==> src/rtl/jtbubl_snd_romcache.sv <==
// Direct-mapped 16-line read cache between the sound Z80 ROM port and its SDRAM slot.
// Byte requests from the CPU become 16-bit word fetches; repeated reads hit locally.
`timescale 1ns/1ps

module jtbubl_snd_romcache (
  input  logic        clk,
  input  logic        snd_rstn,
  input  logic        flush,
  input  logic [14:0] rom_addr,
  input  logic        rom_cs,
  output logic [7:0]  rom_data,
  output logic        rom_ok,
  output logic [13:0] mem_addr,
  output logic        mem_cs,
  input  logic [15:0] mem_data,
  input  logic        mem_ok
);

  typedef enum logic [1:0] {IDLE, ISSUE, WAIT} state_t;
  state_t state_q, state_d;

  logic [15:0] line_valid;
  logic [9:0]  tag_mem  [16];
  logic [15:0] data_mem [16];

  logic [14:0] out_addr;
  logic [7:0]  out_data;
  logic        out_valid;
  logic [14:0] cap_addr;
  logic        discard;   // a flush hit the pending fill, so its data must not land

  logic [3:0]  rd_idx, fill_idx;
  logic        req, hit;
  logic        hit_load, start_miss, fill_done, fill_write;

  assign rd_idx   = rom_addr[4:1];
  assign fill_idx = cap_addr[4:1];
  assign rom_ok   = rom_cs & out_valid & (out_addr == rom_addr);
  assign rom_data = out_data;
  assign req      = rom_cs & ~rom_ok;
  assign hit      = line_valid[rd_idx] & (tag_mem[rd_idx] == rom_addr[14:5]);

  // NOTE: every always_comb output gets a default first so no path leaves it unassigned (no latch).
  always_comb begin
    state_d    = state_q;
    hit_load   = 1'b0;
    start_miss = 1'b0;
    fill_done  = 1'b0;
    fill_write = 1'b0;
    unique case (state_q)
      IDLE: begin
        if (req) begin
          if (hit) begin
            hit_load = ~flush;
          end else begin
            start_miss = 1'b1;
            state_d    = ISSUE;
          end
        end
      end
      // mem_ok is ignored here: it may still belong to the previous address
      ISSUE: state_d = WAIT;
      WAIT: begin
        if (mem_ok) begin
          fill_done  = 1'b1;
          fill_write = ~(discard | flush);
          state_d    = IDLE;
        end
      end
      default: state_d = IDLE;
    endcase
  end

  // NOTE: sequential state uses non-blocking assignments so all registers update from pre-edge values.
  always_ff @(posedge clk or negedge snd_rstn) begin
    if (!snd_rstn) state_q <= IDLE;
    else           state_q <= state_d;
  end

  always_ff @(posedge clk or negedge snd_rstn) begin
    if (!snd_rstn) begin
      mem_cs   <= 1'b0;
      mem_addr <= '0;
      cap_addr <= '0;
      discard  <= 1'b0;
    end else if (start_miss) begin
      mem_cs   <= 1'b1;
      mem_addr <= rom_addr[14:1];
      cap_addr <= rom_addr;
      discard  <= 1'b0;
    end else begin
      if (fill_done) mem_cs <= 1'b0;
      if (flush && state_q != IDLE) discard <= 1'b1;
    end
  end

  always_ff @(posedge clk or negedge snd_rstn) begin
    if (!snd_rstn)       line_valid <= '0;
    else if (flush)      line_valid <= '0;
    else if (fill_write) line_valid[fill_idx] <= 1'b1;
  end

  always_ff @(posedge clk or negedge snd_rstn) begin
    if (!snd_rstn) begin
      out_valid <= 1'b0;
      out_addr  <= '0;
      out_data  <= 8'hFF;
    end else if (flush) begin
      out_valid <= 1'b0;
    end else if (hit_load) begin
      out_valid <= 1'b1;
      out_addr  <= rom_addr;
      out_data  <= rom_addr[0] ? data_mem[rd_idx][15:8] : data_mem[rd_idx][7:0];
    end else if (fill_write) begin
      out_valid <= 1'b1;
      out_addr  <= cap_addr;
      out_data  <= cap_addr[0] ? mem_data[15:8] : mem_data[7:0];
    end
  end

  // NOTE: tag/data arrays carry no reset; the valid bits alone decide whether a line is usable.
  always_ff @(posedge clk) begin
    if (fill_write) begin
      tag_mem[fill_idx]  <= cap_addr[14:5];
      data_mem[fill_idx] <= mem_data;
    end
  end

endmodule

==> config.mk <==
export PLATFORM = sky130hd
export DESIGN_NAME = jtbubl_snd_romcache
export DESIGN_NICKNAME = d
export VERILOG_FILES = /design/src/rtl/jtbubl_snd_romcache.sv
export SDC_FILE = /design/constraint.sdc
export NUM_CORES = 1
export LEC_CHECK = 0
export ABC_AREA = 1
export CORE_MARGIN = 5
export CORE_UTILIZATION = 63
export DETAILED_ROUTE_END_ITERATION = 6
export DONT_BUFFER_PORTS = 1
export GPL_ROUTABILITY_DRIVEN = 0
export GPL_TIMING_DRIVEN = 0
export PLACE_DENSITY = 0.84
export SETUP_SLACK_MARGIN = 0.15
export SYNTH_ARGS = -nofsm -noshare
export SYNTH_HDL_FRONTEND = slang
export SYNTH_SLANG_ARGS = --single-unit
==> constraint.sdc <==
create_clock -name clk -period 3.75 [get_ports clk]
set_input_delay 0.75 -clock clk [delete_from_list [all_inputs] [get_ports clk]]
set_output_delay 0.75 -clock clk [all_outputs]
set_load 0.005 [all_outputs]
==> results of run 1 <==
[cells in the mapped netlist]
master | instances | area (um^2)
sky130_fd_sc_hd__or2_0 | 1 | 6.26
sky130_fd_sc_hd__buf_1 | 4 | 15.0
sky130_fd_sc_hd__nand2_2 | 1 | 6.26
sky130_fd_sc_hd__nor2_2 | 1 | 6.26
sky130_fd_sc_hd__inv_2 | 1 | 3.75
sky130_fd_sc_hd__clkbuf_1 | 51 | 191
sky130_fd_sc_hd__nor2_4 | 1 | 11.3
sky130_fd_sc_hd__edfxtp_1 | 416 | 12500
sky130_fd_sc_hd__buf_4 | 19 | 143
sky130_fd_sc_hd__o21ai_1 | 26 | 130
sky130_fd_sc_hd__a21oi_1 | 18 | 90.1
sky130_fd_sc_hd__inv_1 | 125 | 469
sky130_fd_sc_hd__o21ai_0 | 158 | 791
sky130_fd_sc_hd__nor2_1 | 292 | 1100
sky130_fd_sc_hd__or2_2 | 3 | 18.8
sky130_fd_sc_hd__nand2_1 | 266 | 998
sky130_fd_sc_hd__dfrtp_1 | 51 | 1280
sky130_fd_sc_hd__nand3_1 | 151 | 756
sky130_fd_sc_hd__o2111ai_1 | 3 | 26.3
sky130_fd_sc_hd__dfstp_2 | 8 | 210
sky130_fd_sc_hd__buf_2 | 38 | 190
sky130_fd_sc_hd__o21bai_1 | 6 | 45.0
sky130_fd_sc_hd__buf_6 | 8 | 90.1
sky130_fd_sc_hd__inv_4 | 1 | 6.26
sky130_fd_sc_hd__nor3_1 | 4 | 20.0
sky130_fd_sc_hd__o221ai_1 | 45 | 394
sky130_fd_sc_hd__clkinv_1 | 2 | 7.51
sky130_fd_sc_hd__xnor2_1 | 1 | 8.76
sky130_fd_sc_hd__nand4_1 | 13 | 81.3
sky130_fd_sc_hd__nand3_4 | 1 | 17.5
sky130_fd_sc_hd__o22ai_1 | 15 | 93.8
sky130_fd_sc_hd__nand3_2 | 1 | 10.0
sky130_fd_sc_hd__a21o_1 | 1 | 7.51
sky130_fd_sc_hd__o211ai_1 | 26 | 195
[critical path, cell delays in order]
cell	delay, ps
sky130_fd_sc_hd__buf_2	170
sky130_fd_sc_hd__inv_1	180
sky130_fd_sc_hd__clkbuf_1	670
sky130_fd_sc_hd__nand2_1	150
sky130_fd_sc_hd__nand3_1	130
sky130_fd_sc_hd__nand2_1	60
sky130_fd_sc_hd__a21oi_1	210
sky130_fd_sc_hd__nand3_1	160
sky130_fd_sc_hd__nor2_4	240
sky130_fd_sc_hd__nand2_1	140
sky130_fd_sc_hd__nand3_2	150
sky130_fd_sc_hd__buf_2	300
sky130_fd_sc_hd__o21ai_0	160
[path summary, 6_finish.rpt]
path                                start              end  slack [ps]
max                           rom_addr[3]           mem_cs         700
min                              snd_rstn      rom_data[6]          40
max reg2reg                    state_q[1]  data_mem[8][12]         800
min reg2reg                line_valid[11]   line_valid[11]         510
max in group asynchronous        snd_rstn      mem_addr[2]        3470
min in group clk             mem_data[14]  data_mem[7][14]         280
[per-stage QoR]
stage | instance area (um^2) | setup TNS, ps | util | instances
2_1_floorplan | 19900 | 0 | - | 1758
3_3_place_gp | 20400 | -423790 | 0.650 | 2160
3_5_place_dp | 20900 | 0 | 0.666 | 2176
4_1_cts | 22600 | 0 | 0.721 | 2263
5_1_grt | 22600 | 0 | 0.721 | 2263
6_report | 22600 | 0 | 0.721 | 2263
[cell type report]
| class | count | area, um^2 |
|---|---|---|
| Clock inverter | 22 | 365 |
| Tap cell | 402 | 503 |
| Buffer | 120 | 629 |
| Multi-Input combinational cell | 1034 | 4930 |
| Sequential cell | 475 | 14000 |
| Timing Repair Buffer | 17 | 393 |
| Inverter | 129 | 487 |
| Fill cell | 2019 | 8760 |
| Clock buffer | 64 | 1340 |
[flip-flops by register name, summed over array words and instances, names as in the netlist]
name        flops
cap_addr        1
line_valid     16
mem_addr       14
discard         1
tag_mem       160
mem_cs          1
out_valid       1
rom_data        8
data_mem      256
out_addr       15
state_q         2
[timing repair]
item | in CTS | in global routing
hold buffers | 1 | 0
buffers inserted | 0 | 0
endpoints found under the hold margin | 51 | 0
[power by group through the flow]
stage	combinational (uW)	clock, uW	sequential (uW)
2_1_floorplan	916	0	6660
3_3_place_gp	1200	0	6840
3_5_place_dp	1340	0	6860
4_1_cts	1380	5160	6760
5_1_grt	1530	5390	6820
6_report	1420	5200	6780
[layer usage]
metal	up-vias	routed length (um)
li1	6265	-
met1	7126	19900
met2	1382	28100
met3	361	8410
met4	2	4460
met5	-	55
[logic make-up (layout without fill, tap and decap cells)]
| kind of cell | after synthesis | count (layout) | share of synthesized area |
|---|---|---|---|
| compound gates | 298 | 298 | 0.0891 |
| buf+inv | 249 | 352 | 0.0561 |
| flops | 475 | 475 | 0.702 |
| xor+xnor | 1 | 1 | 0.000440 |
| simple gates | 735 | 735 | 0.152 |
[layout by cell type, fill, tap and decap left out, types with 3 or more instances in the layout]
master                         n
sky130_fd_sc_hd__clkinvlp_4    3
sky130_fd_sc_hd__clkinv_1      4
sky130_fd_sc_hd__nand2_1     266
sky130_fd_sc_hd__buf_6         8
sky130_fd_sc_hd__o21ai_1      26
sky130_fd_sc_hd__buf_1         4
sky130_fd_sc_hd__dfstp_2       8
sky130_fd_sc_hd__dfrtp_1      51
sky130_fd_sc_hd__buf_16        7
sky130_fd_sc_hd__o21bai_1      6
sky130_fd_sc_hd__nor2_1      276
sky130_fd_sc_hd__edfxtp_1    416
sky130_fd_sc_hd__clkbuf_8      6
sky130_fd_sc_hd__o221ai_1     45
sky130_fd_sc_hd__o211ai_1     26
sky130_fd_sc_hd__nand3_1     151
sky130_fd_sc_hd__inv_1       125
sky130_fd_sc_hd__or2_2         3
sky130_fd_sc_hd__clkinv_2      7
sky130_fd_sc_hd__bufinv_16    10
sky130_fd_sc_hd__o2111ai_1     3
sky130_fd_sc_hd__o21ai_0     158
sky130_fd_sc_hd__buf_4        19
sky130_fd_sc_hd__o22ai_1      15
sky130_fd_sc_hd__nor3_1        4
sky130_fd_sc_hd__a21oi_1      18
sky130_fd_sc_hd__clkbuf_16    49
sky130_fd_sc_hd__buf_2        38
sky130_fd_sc_hd__clkbuf_1     60
sky130_fd_sc_hd__nand4_1      13
sky130_fd_sc_hd__nor2_4       17
sky130_fd_sc_hd__buf_12       10
==> impl_metrics.ini, run 1 <==
[pwr]
sw_frac_of_total = 0.257
vdd_ir_drop_max_uv = 678
power-per-cell-area_nw_per_um2 = 592
seqPwrFrac = 0.506
static-leakage-power_uw = 0.00837
finalPower_uw = 13400
intPower_uw = 9960
net-switching-power_uw = 3440
power_frac_comb = 0.106
power.clock.fraction = 0.388

[floorplan]
design.die.area_um2 = 35200
initial_utilization = 0.634
die_span_x_um = 188
rows = 65
floorplan.core_area_um2 = 31400
floorplan.io_pins = 60
die_height_um = 188

[sta]
setup-violations-final = 0
final_critical_path_time_including_i_o_delays_and_setup_ps = 3050
finalCritPeriodShare = 0.814
finalHoldViolations = 0
worst_slew_slack_as_a_fraction_of_its_limit = 0.429
drv_slew = 0
final.setup_skew_ps = 16.9
worst-slew-pin-transition_ps = 856
finalHoldWorstSlack_ps = 35.8
fmaxAchievable_mhz = 328
grt_setup_unrepaired = no
setup_ws_ps = 698

[global_route]
busiest_layer = met2
grt_met1_use = 0.415
gr-usage-met2 = 0.542
antenna_found_initial = 1
grt.total_usage = 0.337
met3_usage = 0.0877
global_route.overflow_total = 0
first_global_vias = 15169
grt_start_max_net_pins = 52
first_pass_grt_wire_length_mm = 89.5

[worst_setup_path]
launching_element_type_of_the_critical_path = primary input
critical_path.endpoint_type = flop
setup.worst_path.class = in -> reg
arrival_ps = 3460
cp_max_fo = 10
cp_data_required_time_ps = 4160
reg2reg_depth = 7

[synth]
synthesis.instances = 1758
synth.avg_cell_area_um2 = 11.3
synth_cell_types = 34
ys_ff_latch = 475
mappedNetlistArea_um2 = 19900
syn_nets = 1794
synth_sequential_area_ratio = 0.702
yosys_warnings = 0

[clocking]
max-clock-path-buffers = 3
cts_max_level = 2
tritoncts = built
cts.root.buffer_cell = sky130_fd_sc_hd__clkbuf_16
clkLatencyLatePin_ps = 560
cts.sinks = 475
clk_pin_slew_worst_paths_ps = 70
cts_resized = 0
total_cts_buffers = 46

[route]
dr_drc_count = 11
viasPerCell = 6.69
first_pass_iters = 7
route.vias.total = 15136
routedWlPerCell_um = 26.9
detail-route-antenna-nets = 0
drt_first_iter_violations = 2521
total_wire_length_mm = 60.9

[run_status]
run_status = finished, violations left
violations = design-rule violations

[job]
count_of_max_cap_constraint_violations = 0

[finish]
antennaDiodeCount = 0
design.final.nets = 1859
post_route_cells_drive_above_1_share = 0.103
layout-area-overhead-vs-synth_pct = 13.7

[placement]
port-buffer-count = 0
dp.final_hpwl_mm = 37.1
placement.setup.worst_slack_ps = 289

[worst_hold_path]
hold_path.class = in -> async
Power figures use the tool's default switching activity.
==> run 2: changes to the inputs <==
--- a/config.mk
+++ b/config.mk
@@ -7,12 +7,12 @@
 export LEC_CHECK = 0
 export ABC_AREA = 1
 export CORE_MARGIN = 5
-export CORE_UTILIZATION = 63
+export CORE_UTILIZATION = 57
 export DETAILED_ROUTE_END_ITERATION = 6
 export DONT_BUFFER_PORTS = 1
 export GPL_ROUTABILITY_DRIVEN = 0
 export GPL_TIMING_DRIVEN = 0
-export PLACE_DENSITY = 0.84
+export PLACE_DENSITY = 0.8
 export SETUP_SLACK_MARGIN = 0.15
 export SYNTH_ARGS = -nofsm -noshare
 export SYNTH_HDL_FRONTEND = slang
==> constraint.sdc (replaced) <==
create_clock -name clk -period 2.7 [get_ports clk]
set_input_delay 0.54 -clock clk [delete_from_list [all_inputs] [get_ports clk]]
set_output_delay 0.54 -clock clk [all_outputs]
set_load 0.005 [all_outputs]
==> impl_metrics.ini, run 2 (synthesized netlist as in run 1, its figures left out) <==
[run_status]
run_status = finished, violations left
violations = design-rule violations, negative setup slack

[worst_setup_path]
cp_max_fo = 10
arrival_ps = 2170
critical_path.endpoint_type = output pin
setup.worst_path.class = in -> out
launching_element_type_of_the_critical_path = primary input
cp_data_required_time_ps = 2160

[clocking]
tritoncts = built
clkLatencyLatePin_ps = 560
clk_pin_slew_worst_paths_ps = 60
max-clock-path-buffers = 3
total_cts_buffers = 46
cts.root.buffer_cell = sky130_fd_sc_hd__clkbuf_16
cts_max_level = 2
cts.sinks = 475

[finish]
largest_reg_flops = 256
layout-area-overhead-vs-synth_pct = 14.5
biggest_register = data_mem
design.final.nets = 1882
post_route_cells_drive_above_1_share = 0.116
antennaDiodeCount = 0
final_common_cell = sky130_fd_sc_hd__edfxtp_1
reg_top3 = data_mem x256, tag_mem x160, line_valid x16
most-common-layout-cells = sky130_fd_sc_hd__edfxtp_1, sky130_fd_sc_hd__nor2_1, sky130_fd_sc_hd__nand2_1

[sta]
drv_slew = 0
setup-violations-final = 1
fmaxAchievable_mhz = 370
final.setup_skew_ps = 20.3
worst-slew-pin-transition_ps = 861
finalCritPeriodShare = 1.00
finalHoldWorstSlack_ps = 70.1
final_critical_path_time_including_i_o_delays_and_setup_ps = 2710
worst_slew_slack_as_a_fraction_of_its_limit = 0.426
setup_ws_ps = -5.87
grt_setup_unrepaired = yes
finalHoldViolations = 0

[global_route]
grt.total_usage = 0.302
antenna_found_initial = 1
first_pass_grt_wire_length_mm = 88.6
global_route.overflow_total = 0
grt_start_max_net_pins = 60
first_global_vias = 14576

[route]
first_pass_iters = 7
routedWlPerCell_um = 25.8
dr_drc_count = 1
total_wire_length_mm = 60.2
detail-route-antenna-nets = 0
drt_first_iter_violations = 2421
route.vias.total = 15065
viasPerCell = 6.45

[pwr]
vdd_ir_drop_max_uv = 593
power-per-cell-area_nw_per_um2 = 768
static-leakage-power_uw = 0.00843
finalPower_uw = 17500

[floorplan]
floorplan.core_area_um2 = 34500
floorplan.io_pins = 60
rows = 68
die_height_um = 197
design.die.area_um2 = 38800
die_span_x_um = 197
initial_utilization = 0.576

[placement]
placement.setup.worst_slack_ps = -637
dp.final_hpwl_mm = 37.3
port-buffer-count = 0

[worst_hold_path]
hold_path.class = in -> reg

[job]
count_of_max_cap_constraint_violations = 0
[run 2: worst paths after layout]
path	to	slack, ps	cells past startpoint	from
max in group asynchronous	rom_data[4]	1850	2	snd_rstn
hold / removal	data_mem[9][9]	70	0	mem_data[9]
hold reg to reg	state_q[1]	490	1	state_q[1]
setup reg to reg	data_mem[4][4]	140	6	state_q[0]
min in group asynchronous	mem_addr[2]	520	2	snd_rstn
setup / recovery	rom_ok	-6	8	rom_addr[4]
[run 2: repair_timing]
item,4_1_cts,5_1_grt
setup endpoints to repair,306,348
hold buffers,2,0
gates resized for setup,7,27
endpoints found under the hold margin,59,0
buffers inserted,14,8
pin swaps,11,5
[run 2: area by class of cell]
type	instances	area (um^2)
sequential	475	14000
clock buffer	59	1240
timing repair buffer	40	738
buffer	120	669
tap	455	569
fill	2439	11800
inverter	129	487
clock inverter	24	150
multi-input combinational	1034	4960
[run 2: critical path, stage by stage]
cell and delay [ps]:
sky130_fd_sc_hd__inv_1 70, sky130_fd_sc_hd__clkbuf_1 610, sky130_fd_sc_hd__o22ai_1 170, sky130_fd_sc_hd__nor2_1 120
sky130_fd_sc_hd__nand2_1 70, sky130_fd_sc_hd__nor3_1 200, sky130_fd_sc_hd__nand2_1 240, sky130_fd_sc_hd__inv_1 140
[run 2: metal layers]
metal	vias to the layer above	track usage	part of all wire
met5	-	0	0
met4	0	0.131	0.057
met3	279	0.0728	0.14
met2	1317	0.493	0.47
met1	7156	0.391	0.34
li1	6313	-	-
[run 2: report_power, final]
group	switching, uW	total, uW	internal [uW]
Combinational	1360	2030	667
Clock	2680	6010	3340
Sequential	699	9450	8750
[run 2: per-stage QoR]
stage	setup TNS [ps]	util	instances	instance area, um^2
after CTS	0	0.655	2328	22600
after global placement	-726740	0.593	2213	20500
final	-5.87	0.660	2336	22800
after floorplan	-46880	-	1758	19900
after global routing	-39.5	0.660	2336	22800
after detailed placement	-80020	0.607	2229	21000
